**src/rtl/out_display_unit_pkg.sv**
```systemverilog
// out_disp_pkg: shared constants for the OUT display unit.
// Holds the OUT selector codes, the digit count and the hex-to-7-segment table.
// No ports; imported by seg_decoder and out_display_unit.
package out_disp_pkg;

  localparam int NUM_DIGITS = 8;

  localparam logic [3:0] OSEL_A   = 4'd0;
  localparam logic [3:0] OSEL_B   = 4'd1;
  localparam logic [3:0] OSEL_AB  = 4'd2;
  localparam logic [3:0] OSEL_CLR = 4'd3;

  typedef logic [3:0] nibble_t;

  // Active-high segments, bit0 = a .. bit6 = g. Entry [15] is listed first.
  localparam logic [15:0][6:0] HEX7 = {
    7'h71, 7'h79, 7'h5E, 7'h39, 7'h7C, 7'h77, 7'h6F, 7'h7F,  // F..8
    7'h07, 7'h7D, 7'h6D, 7'h66, 7'h4F, 7'h5B, 7'h06, 7'h3F   // 7..0
  };

endpackage

```
**src/rtl/out_display_unit_if.sv**
```systemverilog
// out_display_unit_if: processor OUT-instruction bus into the display unit.
// Signals: outval1/outval2 (16b data), outsel (4b selector), outdisplay (1-cycle strobe),
//          halting (level). master = processor side, slave = display side. No backpressure.
interface out_display_unit_if;
  logic [15:0] outval1;
  logic [15:0] outval2;
  logic [3:0]  outsel;
  logic        outdisplay;
  logic        halting;

  modport master (output outval1, outval2, outsel, outdisplay, halting);
  modport slave  (input  outval1, outval2, outsel, outdisplay, halting);
endinterface

```
**src/rtl/out_display_unit_seg_decoder.sv**
```systemverilog
// seg_decoder: combinational hex nibble to active-low 7-segment pattern.
// Ports: nib_i (4b hex digit) -> seg_n_o (7b, g..a, active-low). Zero latency.
// No handshake; pure function of the input.
module seg_decoder
  import out_disp_pkg::*;
(
  input  nibble_t    nib_i,
  output logic [6:0] seg_n_o
);

  assign seg_n_o = ~HEX7[nib_i];

endmodule

```
**src/rtl/out_display_unit.sv**
```systemverilog
// out_display_unit: captures OUT values into two 16-bit banks and scans them in hex
// onto an 8-digit multiplexed active-low 7-segment display (digits 7..4 = bank A, 3..0 = bank B).
// Ports: clock, reset (sync, active-high), proc (OUT bus, slave), seg_n/an_n (registered pins),
// bank_a/bank_b, out_count (accepted OUTs, wraps), bad_sel (sticky bad selector).
// Banks update one cycle after the strobe; pins lag the scan index by one cycle. Never stalls.
// Optional build macro HALT_BLINK_EN: while halting, blank the display every BLINK_FRAMES scans.
module out_display_unit
  import out_disp_pkg::*;
#(
  parameter int SCAN_DIV     = 1000,
  parameter int BLINK_FRAMES = 32
) (
  input  logic                 clock,
  input  logic                 reset,
  out_display_unit_if.slave    proc,
  output logic [6:0]           seg_n,
  output logic [7:0]           an_n,
  output logic [15:0]          bank_a,
  output logic [15:0]          bank_b,
  output logic [7:0]           out_count,
  output logic                 bad_sel
);

  localparam int PW = $clog2(SCAN_DIV);

  logic [15:0] bank_a_q, bank_a_d, bank_b_q, bank_b_d;
  logic [7:0]  cnt_q, cnt_d;
  logic        bad_q, bad_d;
  logic [PW-1:0] presc_q, presc_d;
  logic [2:0]  idx_q, idx_d;
  logic [7:0]  an_q, an_d;
  logic [6:0]  seg_q, seg_dec;
  logic        presc_wrap;
  logic        blank;
  logic [31:0] disp_word;
  nibble_t     nib;

  // Capture and event counting.
  always_comb begin
    bank_a_d = bank_a_q;
    bank_b_d = bank_b_q;
    cnt_d    = cnt_q;
    bad_d    = bad_q;
    if (proc.outdisplay) begin
      case (proc.outsel)
        OSEL_A:   begin bank_a_d = proc.outval1; cnt_d = cnt_q + 8'd1; end
        OSEL_B:   begin bank_b_d = proc.outval1; cnt_d = cnt_q + 8'd1; end
        OSEL_AB:  begin
          bank_a_d = proc.outval1;
          bank_b_d = proc.outval2;
          cnt_d    = cnt_q + 8'd1;
        end
        OSEL_CLR: begin bank_a_d = '0; bank_b_d = '0; cnt_d = cnt_q + 8'd1; end
        default:  bad_d = 1'b1;
      endcase
    end
  end

  // Scan: the index steps downward (0 -> 7 -> 6 ...) each time the prescaler wraps.
  always_comb begin
    presc_wrap = (presc_q == PW'(SCAN_DIV - 1));
    presc_d    = presc_wrap ? '0 : presc_q + PW'(1);
    idx_d      = presc_wrap ? idx_q - 3'd1 : idx_q;
    disp_word  = {bank_a_q, bank_b_q};
    nib        = disp_word[{idx_q, 2'b00} +: 4];
    an_d       = blank ? 8'hFF : ~(8'h01 << idx_q);
  end

  seg_decoder u_seg_decoder (
    .nib_i   (nib),
    .seg_n_o (seg_dec)
  );

`ifdef HALT_BLINK_EN
  localparam int FW = (BLINK_FRAMES > 1) ? $clog2(BLINK_FRAMES) : 1;

  logic [FW-1:0] frame_q, frame_d;
  logic          phase_q, phase_d;

  // A frame completes when the index wraps from digit 0 back to digit 7.
  always_comb begin
    frame_d = frame_q;
    phase_d = phase_q;
    if (!proc.halting) begin
      frame_d = '0;
      phase_d = 1'b0;
    end else if (presc_wrap && (idx_q == 3'd0)) begin
      if (frame_q == FW'(BLINK_FRAMES - 1)) begin
        frame_d = '0;
        phase_d = ~phase_q;
      end else begin
        frame_d = frame_q + FW'(1);
      end
    end
  end

  always_ff @(posedge clock) begin
    if (reset) begin
      frame_q <= '0;
      phase_q <= 1'b0;
    end else begin
      frame_q <= frame_d;
      phase_q <= phase_d;
    end
  end

  assign blank = phase_q;
`else
  logic unused_halting;
  assign unused_halting = proc.halting;
  assign blank          = 1'b0;
`endif

  always_ff @(posedge clock) begin
    if (reset) begin
      bank_a_q <= '0;
      bank_b_q <= '0;
      cnt_q    <= '0;
      bad_q    <= 1'b0;
      presc_q  <= '0;
      idx_q    <= '0;
      an_q     <= 8'hFF;
      seg_q    <= 7'h7F;
    end else begin
      bank_a_q <= bank_a_d;
      bank_b_q <= bank_b_d;
      cnt_q    <= cnt_d;
      bad_q    <= bad_d;
      presc_q  <= presc_d;
      idx_q    <= idx_d;
      an_q     <= an_d;
      seg_q    <= seg_dec;
    end
  end

  assign seg_n     = seg_q;
  assign an_n      = an_q;
  assign bank_a    = bank_a_q;
  assign bank_b    = bank_b_q;
  assign out_count = cnt_q;
  assign bad_sel   = bad_q;

endmodule
```
**src/flat_wrapper.sv**
```systemverilog
// flat-port wrapper written by rule: the top's interface ports become plain ports
module out_display_unit_flat import out_disp_pkg::*;
#(
  parameter int SCAN_DIV     = 1000,
  parameter int BLINK_FRAMES = 32
)
  (clock, reset, seg_n, an_n, bank_a, bank_b, out_count, bad_sel, proc_outval1, proc_outval2, proc_outsel, proc_outdisplay, proc_halting);
  out_display_unit_if proc_i ();
  input  logic clock;
  input  logic reset;
  output logic [6:0] seg_n;
  output logic [7:0] an_n;
  output logic [15:0] bank_a;
  output logic [15:0] bank_b;
  output logic [7:0] out_count;
  output logic bad_sel;
  input wire logic [$bits(proc_i.outval1)-1:0] proc_outval1;
  input wire logic [$bits(proc_i.outval2)-1:0] proc_outval2;
  input wire logic [$bits(proc_i.outsel)-1:0] proc_outsel;
  input wire logic [$bits(proc_i.outdisplay)-1:0] proc_outdisplay;
  input wire logic [$bits(proc_i.halting)-1:0] proc_halting;
  assign proc_i.outval1 = proc_outval1;
  assign proc_i.outval2 = proc_outval2;
  assign proc_i.outsel = proc_outsel;
  assign proc_i.outdisplay = proc_outdisplay;
  assign proc_i.halting = proc_halting;
  out_display_unit #(.SCAN_DIV(SCAN_DIV), .BLINK_FRAMES(BLINK_FRAMES)) u_core (.clock(clock), .reset(reset), .proc(proc_i), .seg_n(seg_n), .an_n(an_n), .bank_a(bank_a), .bank_b(bank_b), .out_count(out_count), .bad_sel(bad_sel));
endmodule
```
**config.mk**
```make
export PLATFORM = sky130hd
export DESIGN_NAME = out_display_unit_flat
export DESIGN_NICKNAME = d
export VERILOG_FILES = /design/src/rtl/out_display_unit_pkg.sv /design/src/rtl/out_display_unit_if.sv /design/src/rtl/out_display_unit_seg_decoder.sv /design/src/rtl/out_display_unit.sv /design/src/flat_wrapper.sv
export SDC_FILE = /design/constraint.sdc
export NUM_CORES = 1
export LEC_CHECK = 0
export ABC_AREA = 1
export ABC_CLOCK_PERIOD_IN_PS = 1900
export BUFFER_PORTS_ARGS = -buffer_cell sky130_fd_sc_hd__buf_2
export CAP_MARGIN = 20
export CORE_MARGIN = 2
export CORE_UTILIZATION = 30
export DETAILED_ROUTE_END_ITERATION = 10
export SYNTH_ARGS = -nofsm -noshare
export SYNTH_HDL_FRONTEND = slang
export SYNTH_SLANG_ARGS = --single-unit
```
**constraint.sdc**
```tcl
create_clock -name clock -period 1.9 [get_ports clock]
set_input_delay 0 -clock clock [delete_from_list [all_inputs] [get_ports clock]]
set_output_delay 0 -clock clock [all_outputs]
set_load 0.01 [all_outputs]
```
## Word-level counts from Yosys, hierarchy flattened

Memory sizes are Yosys's and may differ from the RTL's.
Index checks and enable logic that the tools add are counted.

| word-level totals | value |
|---|---|
| register bits | 69 |
| bits in read-only memories | 112 |
| input port bits | 40 |
| memories | 1 |

| operators by class | value |
|---|---|
| add/subtract/negate cells | 3 |
| $lt $le $gt $ge | 1 |
| equal/unequal tests | 4 |
| shifts and indexed selects | 2 |
| muxes and demuxes | 3 |
| bitwise gates (word level) | 3 |
| reductions and logical operators | 10 |

Memories:

| name | depth | width | rd ports | clocked after memory_dff | wr ports | RTL line | RTL |
|---|---|---|---|---|---|---|---|
| (no name shown) | 16 | 7 | 1 | 0 | 0 | out_display_unit_seg_decoder.sv:11 | `assign seg_n_o = ~HEX7[nib_i];` |

Operators with widths:

| kind | count |
|---|---|
| one-hot mux 16 bit (3 select lines) | 1 |
| one-hot mux 16 bit (2 select lines) | 1 |
| variable part select 32 x 6 -> 4 bit | 1 |
| adder 10 x 1 -> 10 bit (second input constant) | 1 |
| == test 10 bit (second input constant) | 1 |
| adder 8 x 1 -> 8 bit (second input constant) | 1 |
| == test 4 x 2 -> 1 bit (second input constant) | 2 |
| inverter 8 bit | 1 |
| AND reduction 2 bit | 4 |
| left shift 1 x 3 -> 8 bit (first input constant) | 1 |
| two-way mux 7 bit | 1 |
| inverter 7 bit | 1 |
| less-than comparator 4 x 5 -> 1 bit (second input constant) | 1 |
| == test 4 x 1 -> 1 bit (second input constant) | 1 |
| logical NOT 4 bit | 1 |
| OR reduction 2 bit | 2 |
| OR reduction 4 bit | 1 |
| nonzero test 3 bit | 1 |
| subtractor 3 x 1 -> 3 bit (second input constant) | 1 |
| nonzero test 2 bit | 1 |
| inverter 1 bit | 1 |

## Logic depth before layout (Yosys ltp)

Gate-level depths: netlist of the first run.

| depth | value |
|---|---|
| depth in word-level cells | 4 |
| mapped depth | 16 |
| depth with buffers taken out | 14 |

## Hierarchy

A second synthesis of the first run with hierarchy kept.

| unflattened totals | value |
|---|---|
| cells, all modules | 536 |
| area, all modules | 3570.9 um2 |

Modules (own cells, without submodules):

| module | times used | cells each | area each (um2) |
|---|---|---|---|
| out_display_unit | 1 | 488 | 3309.4 |
| seg_decoder | 1 | 48 | 261.5 |

## Worst setup path after synthesis of the first run

OpenSTA, ideal clock, no wires.

| timing path | value |
|---|---|
| path kind | register to register |
| start point | reg u_core.idx_q[0] |
| end point | reg u_core.seg_q[1] (netlist: u_core.seg_n[1]) |
| library setup time | 0.113 ns |
| arrival | 1.571 ns |
| path slack | 0.215 ns |
| cell stages (with the launch flop) | 15 |
| path buffers | 2 |
| period minus slack after synthesis | 1.685 ns |
| cell sequence | dfxtp_1 > buf_6 > inv_8 > buf_12 > nand2_1 > nand3_1 > nand2_1 > nand2_1 > nand2_2 > inv_2 > ha_1 > nand3_1 > nor2_1 > nor2_1 > nand2_1 |

| between the ends | value |
|---|---|
| longest elaborated chain between the ends | 4 |

Ends and longest elaborated chain:

| element | RTL line | RTL |
|---|---|---|
| start, declared | out_display_unit.sv:30 | `logic [2:0] idx_q, idx_d;` |
| start signal, assigned | out_display_unit.sv:130 | `idx_q <= idx_d;` |
| variable part select 32 x 6 -> 4 bit | out_display_unit.sv:65 | `nib = disp_word[{idx_q, 2'b00} +: 4];` |
| memory read (16 x 7 bit) | n/a |  |
| two-way mux 7 bit (not written as such) | out_display_unit_seg_decoder.sv:11 |  |
| inverter 7 bit | out_display_unit_seg_decoder.sv:11 |  |
| end signal, assigned | out_display_unit.sv:132 | `seg_q <= seg_dec;` |
| end, declared | out_display_unit.sv:32 | `logic [6:0] seg_q, seg_dec;` |

No other way between the ends. The select of a mux whose other input is x is not followed.
A chain may end at the register's enable or synchronous reset.

## Worst setup path after layout of the first run

| timing path | value |
|---|---|
| start point | reg u_core.idx_q[0] |
| end point | reg u_core.seg_q[0] (netlist: u_core.seg_n[0]) |

Same word-level chain as after synthesis.

==> results of run 1 <==
[placed cells by master, fill, tap and decap left out, types with 7 or more instances in the layout]
cell | Yosys | layout
nand2_1 | 107 | 107
buf_2 | 2 | 94
dfxtp_1 | 69 | 68
nand3_1 | 62 | 61
dlygate4sd3_1 | 0 | 47
inv_1 | 47 | 46
o21ai_0 | 35 | 35
nor2_1 | 27 | 27
a21oi_1 | 25 | 25
a31oi_1 | 16 | 16
buf_4 | 3 | 14
ha_1 | 13 | 13
clkbuf_16 | 0 | 9
nand2_2 | 7 | 7
[layer usage]
metal / GRT usage [%] / vias up / part of all wire [%]
met2: 27.0 / 129 / 45
met1: 21.3 / 1634 / 45
met3: 4.81 / 17 / 7.3
met4: 6.17 / 0 / 2.0
li1: - / 1825 / -
met5: 0 / - / 0
[stage by stage]
stage          area, um^2  total power, mW  utilization [%]  setup WS (ps)  std cells
4_1_cts              4810             3.71             42.5           49.1        755
5_1_grt              4880             3.84             43.1          -9.90        761
6_report             4880             3.69             43.1            115        761
3_5_place_dp         4030             1.86             35.6           69.8        693
2_1_floorplan        3450             1.73                -            215        467
3_3_place_gp         4030             1.86             35.6            121        693
[power by group]
group          internal, mW  total [mW]  switching, mW
combinational         0.179       0.386          0.206
sequential             1.49        1.52         0.0288
clock                  1.17        1.78          0.615
[cell type report]
cell class | count | area share (%)
inverter | 53 | 4.36
timing repair buffer | 156 | 21.8
clock buffer | 10 | 4.90
tap | 143 | 3.67
sequential | 69 | 28.4
clock inverter | 5 | 1.54
multi-input combinational | 325 | 35.3
[state kept, by name (all words and copies together) (netlist names)]
name	cells
u_core.an_n	8
u_core.bad_sel	1
u_core.bank_b	16
u_core.presc_q	10
u_core.out_count	8
u_core.seg_n	7
u_core.idx_q	3
u_core.bank_a	16
[worst register-to-register path, stage by stage (launching register included)]
cell,delay [ps]
dfxtp_4,360
buf_12,150
buf_4,140
nand2_1,60
nand3_1,90
nand3_1,120
o21ai_4,100
buf_4,150
ha_1,190
nand3b_1,160
nand3_1,90
nand3_1,60
[worst max-delay path by stage]
stage / startpoint / endpoint / slack, ps
global route: u_core.idx_q[0] / u_core.seg_n[5] / -10
finish: u_core.idx_q[0] / u_core.seg_n[0] / 120
global placement: u_core.idx_q[0] / u_core.seg_n[3] / 120
detailed placement: u_core.idx_q[0] / u_core.seg_n[5] / 70
floorplan: u_core.idx_q[0] / u_core.seg_n[1] / 220
CTS: u_core.idx_q[0] / u_core.seg_n[5] / 50
[logic make-up (layout without fill, tap and decap cells)]
group | count (synthesis) | count (layout)
simple gates | 229 | 229
compound gates | 81 | 81
buf+inv | 73 | 224
flops | 69 | 69
fa+ha+maj | 13 | 13
xor+xnor | 2 | 2
[what timing repair did]
| action | 4_1_cts | 5_1_grt |
|---|---|---|
| resized for setup | 0 | 6 |
| endpoints found under the hold margin | 31 | 0 |
| setup endpoints to repair | 0 | 5 |
| hold buffers | 47 | 0 |
| buffers inserted | 0 | 6 |
==> results.md, run 1 <==
- Synth Area in Compound Gates: about an eighth
- Simple-gate share of the synthesized area: a little under a third
- # setup viols final: 0
- Initial DRT Pass Iterations: 4
- Reg-to-reg slack, setup: roughly 120 ps
- Share of cells above drive strength 1: between 20% and 30%
- Startpoint types: flop
- Total clock sinks: 69
- Crit Path Class: flop to flop
- Cell mode on critical path: nand3_1
- Mapped Cells: around 470
- CTS Buffer Depth: 2
- Antenna violations before repair: 0
- Final wirelength: ~10000 um
- Post-route clock period utilization: approximately 94%
- Reg-to-reg critical path startpoint: u_core.idx_q[0]
- Final worst path period need: between 1500 and 2000 ps
- CTS Buf Count: 9
- Total Nets Final: ~670
- Die W: around 110 um
- H-tree depth: 3
- CTS tree: done
- Mux contribution to synthesized area: 0%
- Antenna-violating nets left: 0
- Distinct cells, synth: 39
- Site Rows: 39
- Asr flop ratio synth: 0%
- Fill cell count: 1141
- Total GRT Usage: between 10% and 20%
- Status: finished, final reports clean
- Yosys reg bits: a little under 70
- RSZ-0062 raised after global routing: yes
- DRC viols: 0
- Global route overflow: 0
- Wire length per cell: between 10 and 15 um
- End of the worst register-to-register path: u_core.seg_n[0]
- GPL Wtd Cong: just under 0.9
- Hold path endpoint: u_core.bank_a[11]
- Vias in the first global route: between 3000 and 4000
- Crit path buffers/inverters: 3
- Crit end category: flop
- CORE AREA: about 0.011 mm^2
- CP peak stage delay: around 360 ps
- Slew @ Worst Pin: 762 ps
- Pwr/cell area: around 760 mW/mm^2
- Final Hold Slack: roughly 13 ps
- Synth area leaders: dfxtp_1 (40%), nand2_1 (12%), nand3_1 (9.0%), inv_1 (5.1%), o21ai_0 (5.1%)
- Ant diodes: 0
- Post-DP HPWL: between 7000 and 8000 um
- CP Data Arrival Time: just under 2000 ps
- Post-Synth XOR/XNOR Area: 0.508%
- I/O Buffers: 94
- Post-synth top cells: nand2_1 (107), dfxtp_1 (69), nand3_1 (62)
- Sequential cell area: ~0.0014 mm^2
- WHS Path Cells: 3
- Post-synth EDFFs: 0
- Area share of the largest cell type after synthesis: approximately two fifths
- Syn Area/Cell: 7.38 um^2
- Largest family of logic cells by synthesized area: simple AND/OR/NAND/NOR gates
- Area of the multi-input gates: ~0.0017 mm^2
- Final Skew: between 8 and 9 ps
- Post-Synth Adder-Cell Area: between 4 and 5%
- Die area: around 0.012 mm^2
- Initial Utilization: a little under a third
- Relative slew slack: just under 50%
- Count of yosys warnings during synthesis: 0
- Skew-Pair Late Insertion Delay: between 300 and 400 ps
- Slowest cell on crit path: dfxtp_4
- Largest net degree at the start of global routing: 33
- Static Leak: between 2 and 2.5 nW
- Final hold vios: 0
- Die height: approximately 110 um
- Synth Net Count: 520
- Max cap viols: 0
- Max Slew Vio Count: 0
- Area Overhead vs Synth: 41.5%
- Initial DRC count: approximately 150
- CP delay by family, top: simple AND/OR/NAND/NOR gates
- First-pass GRT wire length: approximately 17000 um
- Worst Path Required: 2110 ps
- Worst Hold Class: input pin to flop
- Hold path start: proc_outval1[11]
- R2R cell count: 11
- Main synth FF type: dfxtp_1
- Vias: between 3000 and 4000
- Fmax: roughly 560 MHz
- Synth area leader: dfxtp_1
- Stages on the worst setup path: 11
- Synth Cell Area: ~0.0034 mm^2
- CTS clk-pin slew, worst paths: approximately 50 ps
- Fin Setup TNS: 0 ps
- CTS root buffer: clkbuf_16
- DR vias/cell: around 4.7
- Crit-path max FO: 14
- I/O pin cnt: 96
- Max IR drop VDD: about 0.46 mV
- Most frequent cell after synthesis: nand2_1
- Worst-path cell chain: buf_12 > buf_4 > nand2_1 > nand3_1 > nand3_1 > o21ai_4 > buf_4 > ha_1 > nand3b_1 > nand3_1 > nand3_1
- Post-synthesis sequential area ratio: 40.1%
Power figures use the tool's default switching activity.
==> run 2, diff against run 1 <==
- ABC_AREA: 1 -> not set
==> results.md, run 2 <==
- Met2 wire len: roughly 3900 um
- Relative slew slack: a little over half
- Failing checks: setup timing
- Share of power burned in registers: between 40% and 50%
- Die area: roughly 0.012 mm^2
- Initial Utilization: 31.1%
- Setup WS pre-CTS: -178 ps
- Yosys reg bits: 69
- Share of cells above drive strength 1: around a third
- Initial DRC count: between 150 and 200
- Fin Setup TNS: -300 ps
- Post-synth EDFFs: 0
- CP Data Arrival Time: roughly 2200 ps
- Most frequent cell after synthesis: dfxtp_1
- Ant diodes: 0
- DR vias/cell: 4.69
- Clock share of power: 38.7%
- Max IR drop VDD: roughly 0.35 mV
- Post-route clock period utilization: 105%
- Static Leak: ~1.9 nW
- NetSw: between 0.7 and 0.8 mW
- Die height: between 100 and 150 um
- Largest net degree at the start of global routing: 35
- Synth area leaders: dfxtp_1 (43%), nor2_1 (7.6%), a21oi_1 (5.9%), ha_1 (5.0%), a22oi_1 (4.2%)
- Syn Area/Cell: roughly 9 um^2
- Fmax: 501 MHz
- Area Overhead vs Synth: 38.4%
- Distinct cells, synth: between 40 and 50
- Wire length per cell: around 13 um
- Reg-to-reg slack, setup: -90 ps
- Int Pwr: 2.30 mW
- Max cap viols: 0
- Metal1 wirelength: 3920 um
- Synth Net Count: 406
- Vias in the first global route: roughly 2900
- Post-synthesis sequential area ratio: about 43%
- CTS Buffer Depth: 2
- Comb power frac: between 10% and 20%
- Metal3 WL: around 520 um
- Count of yosys warnings during synthesis: 0
- Pwr/cell area: 682 mW/mm^2
- CTS root buffer: clkbuf_8
- Post-Layout Cell Count: between 600 and 700
- Mapped Cells: 353
- Worst Hold Class: input pin to flop
- Final Skew: between 9 and 10 ps
- Antenna violations before repair: 0
- Slew @ Worst Pin: just under 700 ps
- CTS tree: done
- Worst setup margin: -94.7 ps
- Finished Cell Area: around 0.0045 mm^2
- Max Slew Vio Count: 0
- Worst Path Required: about 2100 ps
- Final hold vios: 0
- H-tree depth: 3
- Final worst path period need: approximately 2000 ps
- # setup viols final: 6
- Commonest non-fill, non-tap cell in the layout: buf_2
- Post-Place Cell Area: between 0.003 and 0.004 mm^2
- Switching part of the total: around a quarter
- Area share of the largest cell type after synthesis: between 40% and 50%
- DRC viols: 0
- Die W: 108 um
- Skew-Pair Late Insertion Delay: between 300 and 400 ps
- Site Rows: 37
- Post-DP HPWL: 6050 um
- CTS Buf Count: 9
- Most frequent cells in the layout: buf_2 (94), dfxtp_1 (68), nor2_1 (64)
- RSZ-0062 raised after global routing: yes
- Final wirelength: about 8400 um
- I/O Buffers: 94
- First-pass GRT wire length: 13800 um
- CTS clk-pin slew, worst paths: roughly 70 ps
- Crit Path Class: flop to flop
- Synth area leader: dfxtp_1
- Main synth FF type: dfxtp_1
- Total Nets Final: between 500 and 600
- Global route overflow: 0
- Initial DRT Pass Iterations: 4
- Startpoint types: flop
- Crit-path max FO: 6
- Total clock sinks: 69
- GPL Wtd Cong: roughly 0.88
- Antenna-violating nets left: 0
- Total GRT Usage: between 10 and 15%
- Vias: between 2000 and 3000
- CORE AREA: around 0.010 mm^2
- Post-synth top cells: dfxtp_1 (69), nor2_1 (65), a21oi_1 (38)
- DP Cell Count: between 500 and 600
- I/O pin cnt: 96
- Status: finished with violations
- Top layer in use: met4
- Synth Cell Area: 0.00323 mm^2
- Crit end category: flop
- Asr flop ratio synth: 0%
run 2: metal layers:
layer  up-vias  global-route usage, %
met3         5                   5.21
met4         0                   4.12
met2        84                   23.3
li1       1481                      -
met5         -                      0
met1      1349                   19.6
run 2: stage by stage:
step	utilization, %	total power [mW]	hold slack, ps
2_1_floorplan	-	1.72	161
3_3_place_gp	38.4	1.85	271
3_5_place_dp	38.4	1.86	274
4_1_cts	42.4	3.07	54.5
5_1_grt	43.1	3.19	69.7
6_report	43.1	3.04	78.4
run 2: repair_timing:
action / CTS / global route
buffers inserted: 3 / 3
endpoints found under the hold margin: 17 / 0
pin swaps: 5 / 5
hold buffers: 18 / 0
gates resized for setup: 7 / 11
setup endpoints to repair: 7 / 7
run 2: cell type report:
class	instances	area [um^2]
clock inverter	3	45.0
inverter	11	43.8
clock buffer	13	149
sequential	69	1390
fill	1068	5900
tap	136	170
multi-input combinational	253	1820
timing repair buffer	137	855
run 2: logic make-up after synthesis:
kind of cell	share of synthesized area, %
simple gates	21.1
compound gates	13.7
flops	42.8
buf+inv	4.42
xor+xnor	4.61
mux	8.26
fa+ha+maj	5.04
run 2: worst paths after layout:
| check | depth (start not counted) | end | start |
|---|---|---|---|
| worst max-delay path | 7 | u_core.seg_n[4] | u_core.idx_q[1] |
| worst min-delay path | 5 | u_core.bank_b[15] | proc_outval2[15] |
| worst max register to register | 7 | u_core.seg_n[4] | u_core.idx_q[1] |
| worst min register to register | 1 | u_core.presc_q[0] | u_core.presc_q[0] |
run 2: power groups by stage:
stage | registers (mW) | clock network, mW | logic [mW]
after floorplan | 1.56 | 0 | 0.160
after global placement | 1.55 | 0 | 0.306
after detailed placement | 1.55 | 0 | 0.311
after CTS | 1.51 | 1.21 | 0.348
after global routing | 1.52 | 1.28 | 0.394
final | 1.51 | 1.18 | 0.356
run 2: worst max-delay path, cell delays in order (launching register included):
cell     delay (ps)
dfxtp_4         400
mux4_2          540
mux2i_4         200
inv_2           100
ha_4            200
nand2_2          80
o21ai_1          70
a221o_1         280
==> run 3, diff against run 2 <==
- RECOVER_POWER: not set -> 50
==> results.md, run 3 (same netlist as run 2, synthesis figures left out) <==
- Most frequent cells in the layout: dfxtp_1 (68), nor2_1 (64), clkbuf_1 (60)
- Metal3 WL: between 400 and 500 um
- Final Skew: slightly below 10 ps
- CTS tree: done
- Crit Path Class: flop to flop
- Post-Layout Cell Count: around 620
- Top layer in use: met4
- Largest net degree at the start of global routing: 35
- First-pass GRT wire length: between 10000 and 15000 um
- Total clock sinks: 69
- Met2 wire len: between 3000 and 4000 um
- Crit-path max FO: 6
- Worst setup margin: -94.0 ps
- Reg-to-reg critical path startpoint: u_core.idx_q[1]
- Relative slew slack: around 54%
- Worst Hold Class: input pin to flop
- Total GRT Usage: between 10% and 20%
- Pwr/cell area: 691 mW/mm^2
- Max IR drop VDD: 0.353 mV
- Post-DP HPWL: roughly 6100 um
- Slew @ Worst Pin: ~700 ps
- Fmax: about 500 MHz
- Site Rows: 37
- Initial DRT Pass Iterations: 4
- Initial Utilization: 31.1%
- CTS Buffer Depth: 2
- DR vias/cell: roughly 4.7
- Failing checks: setup timing
- Global route overflow: 0
- Wire length per cell: around 14 um
- Hold path start: proc_outval2[13]
- Share of cells above drive strength 1: between 20% and 30%
- Sequential cell area: ~0.0014 mm^2
- Die W: 108 um
- Final hold vios: 0
- Vias: about 2900
- Final worst path period need: around 2000 ps
- CTS Buf Count: 9
- Area Overhead vs Synth: 36.1%
- Hold path endpoint: u_core.bank_b[13]
- I/O Buffers: 94
- # setup viols final: 6
- R2R cell count: 7
- Worst Path Required: between 2000 and 2500 ps
- Area of the multi-input gates: ~0.0018 mm^2
- Antenna violations before repair: 0
- Final wirelength: about 8400 um
- H-tree depth: 3
- Skew-Pair Late Insertion Delay: roughly 340 ps
- Post-route clock period utilization: 105%
- DP Cell Count: 582
- Startpoint types: flop
- Initial DRC count: roughly 160
- RSZ-0062 raised after global routing: yes
- Commonest non-fill, non-tap cell in the layout: dfxtp_1
- End of the worst register-to-register path: u_core.seg_n[4]
- CORE AREA: between 0.01 and 0.015 mm^2
- Status: finished with violations
- CTS clk-pin slew, worst paths: roughly 70 ps
- CTS root buffer: clkbuf_8
- CP Data Arrival Time: 2220 ps
- Die height: ~110 um
- Static Leak: 1.71 nW
- Ant diodes: 0
- Max Slew Vio Count: 0
- Reg-to-reg slack, setup: -90 ps
- Fin Setup TNS: -311 ps
- Crit end category: flop
- Die area: between 0.01 and 0.015 mm^2
- Max cap viols: 0
- Metal1 wirelength: around 4000 um
- Antenna-violating nets left: 0
- GPL Wtd Cong: ~0.88
- Fill cell count: 1085
- Total Nets Final: 534
- DRC viols: 0
- Vias in the first global route: around 2900
- WHS Path Cells: 5
- I/O pin cnt: 96
-- run 3: changes by cell type in the layout (fill, tap and decap cells not counted), sizes merged --
cell,before,now
buf,119,62
clkbuf,13,70
-- run 3: worst max path at each step --
stage | from | to | slack, ps
after floorplan | u_core.idx_q[1] | u_core.seg_n[0] | -130
after global placement | u_core.idx_q[1] | u_core.seg_n[0] | -80
after detailed placement | u_core.idx_q[1] | u_core.seg_n[0] | -180
after CTS | u_core.idx_q[1] | u_core.seg_n[0] | -100
after global routing | u_core.idx_q[1] | u_core.seg_n[4] | -170
final | u_core.idx_q[1] | u_core.seg_n[4] | -90
-- run 3: metal layers --
metal / vias to the layer above / global-route usage (%)
met5: - / 0
met4: 0 / 4.12
met3: 6 / 5.21
met2: 75 / 23.3
met1: 1344 / 19.6
li1: 1478 / -
-- run 3: through the flow --
step / worst slack [ps] / power (mW) / utilization, % / cell area [um^2] / hold slack [ps]
finish: -94.0 / 3.03 / 42.3 / 4390 / 77.6
floorplan: -129 / 1.72 / - / 3270 / 161
global placement: -77.0 / 1.85 / 38.4 / 3980 / 271
detailed placement: -178 / 1.86 / 38.4 / 3980 / 274
CTS: -101 / 3.07 / 42.4 / 4390 / 54.5
global route: -173 / 3.18 / 42.3 / 4390 / 69.7
-- run 3: power by group --
group          internal (mW)  switching [mW]  total, mW
Clock                  0.644           0.531       1.17
Combinational          0.164           0.183      0.346
Sequential              1.49          0.0270       1.51
-- run 3: what timing repair did --
action                                 4_1_cts  5_1_grt
hold buffers                                18        0
pin swaps                                    5        5
buffers inserted                             3        3
setup endpoints to repair                    7        7
endpoints found under the hold margin       17        0
resized for setup                            7       11
-- run 3: area by class of cell --
cell class	count	area share, %
inverter	11	0.997
tap	136	3.88
timing repair buffer	137	17.7
sequential	69	31.5
clock inverter	3	1.03
clock buffer	13	3.39
multi-input combinational	253	41.4
-- run 3: worst max-delay path, stage by stage (launching register included) --
cell and delay, ps:
dfxtp_4 400, mux4_2 540, mux2i_4 200, inv_2 100, ha_4 200, nand2_2 80, o21ai_1 70, a221o_1 280
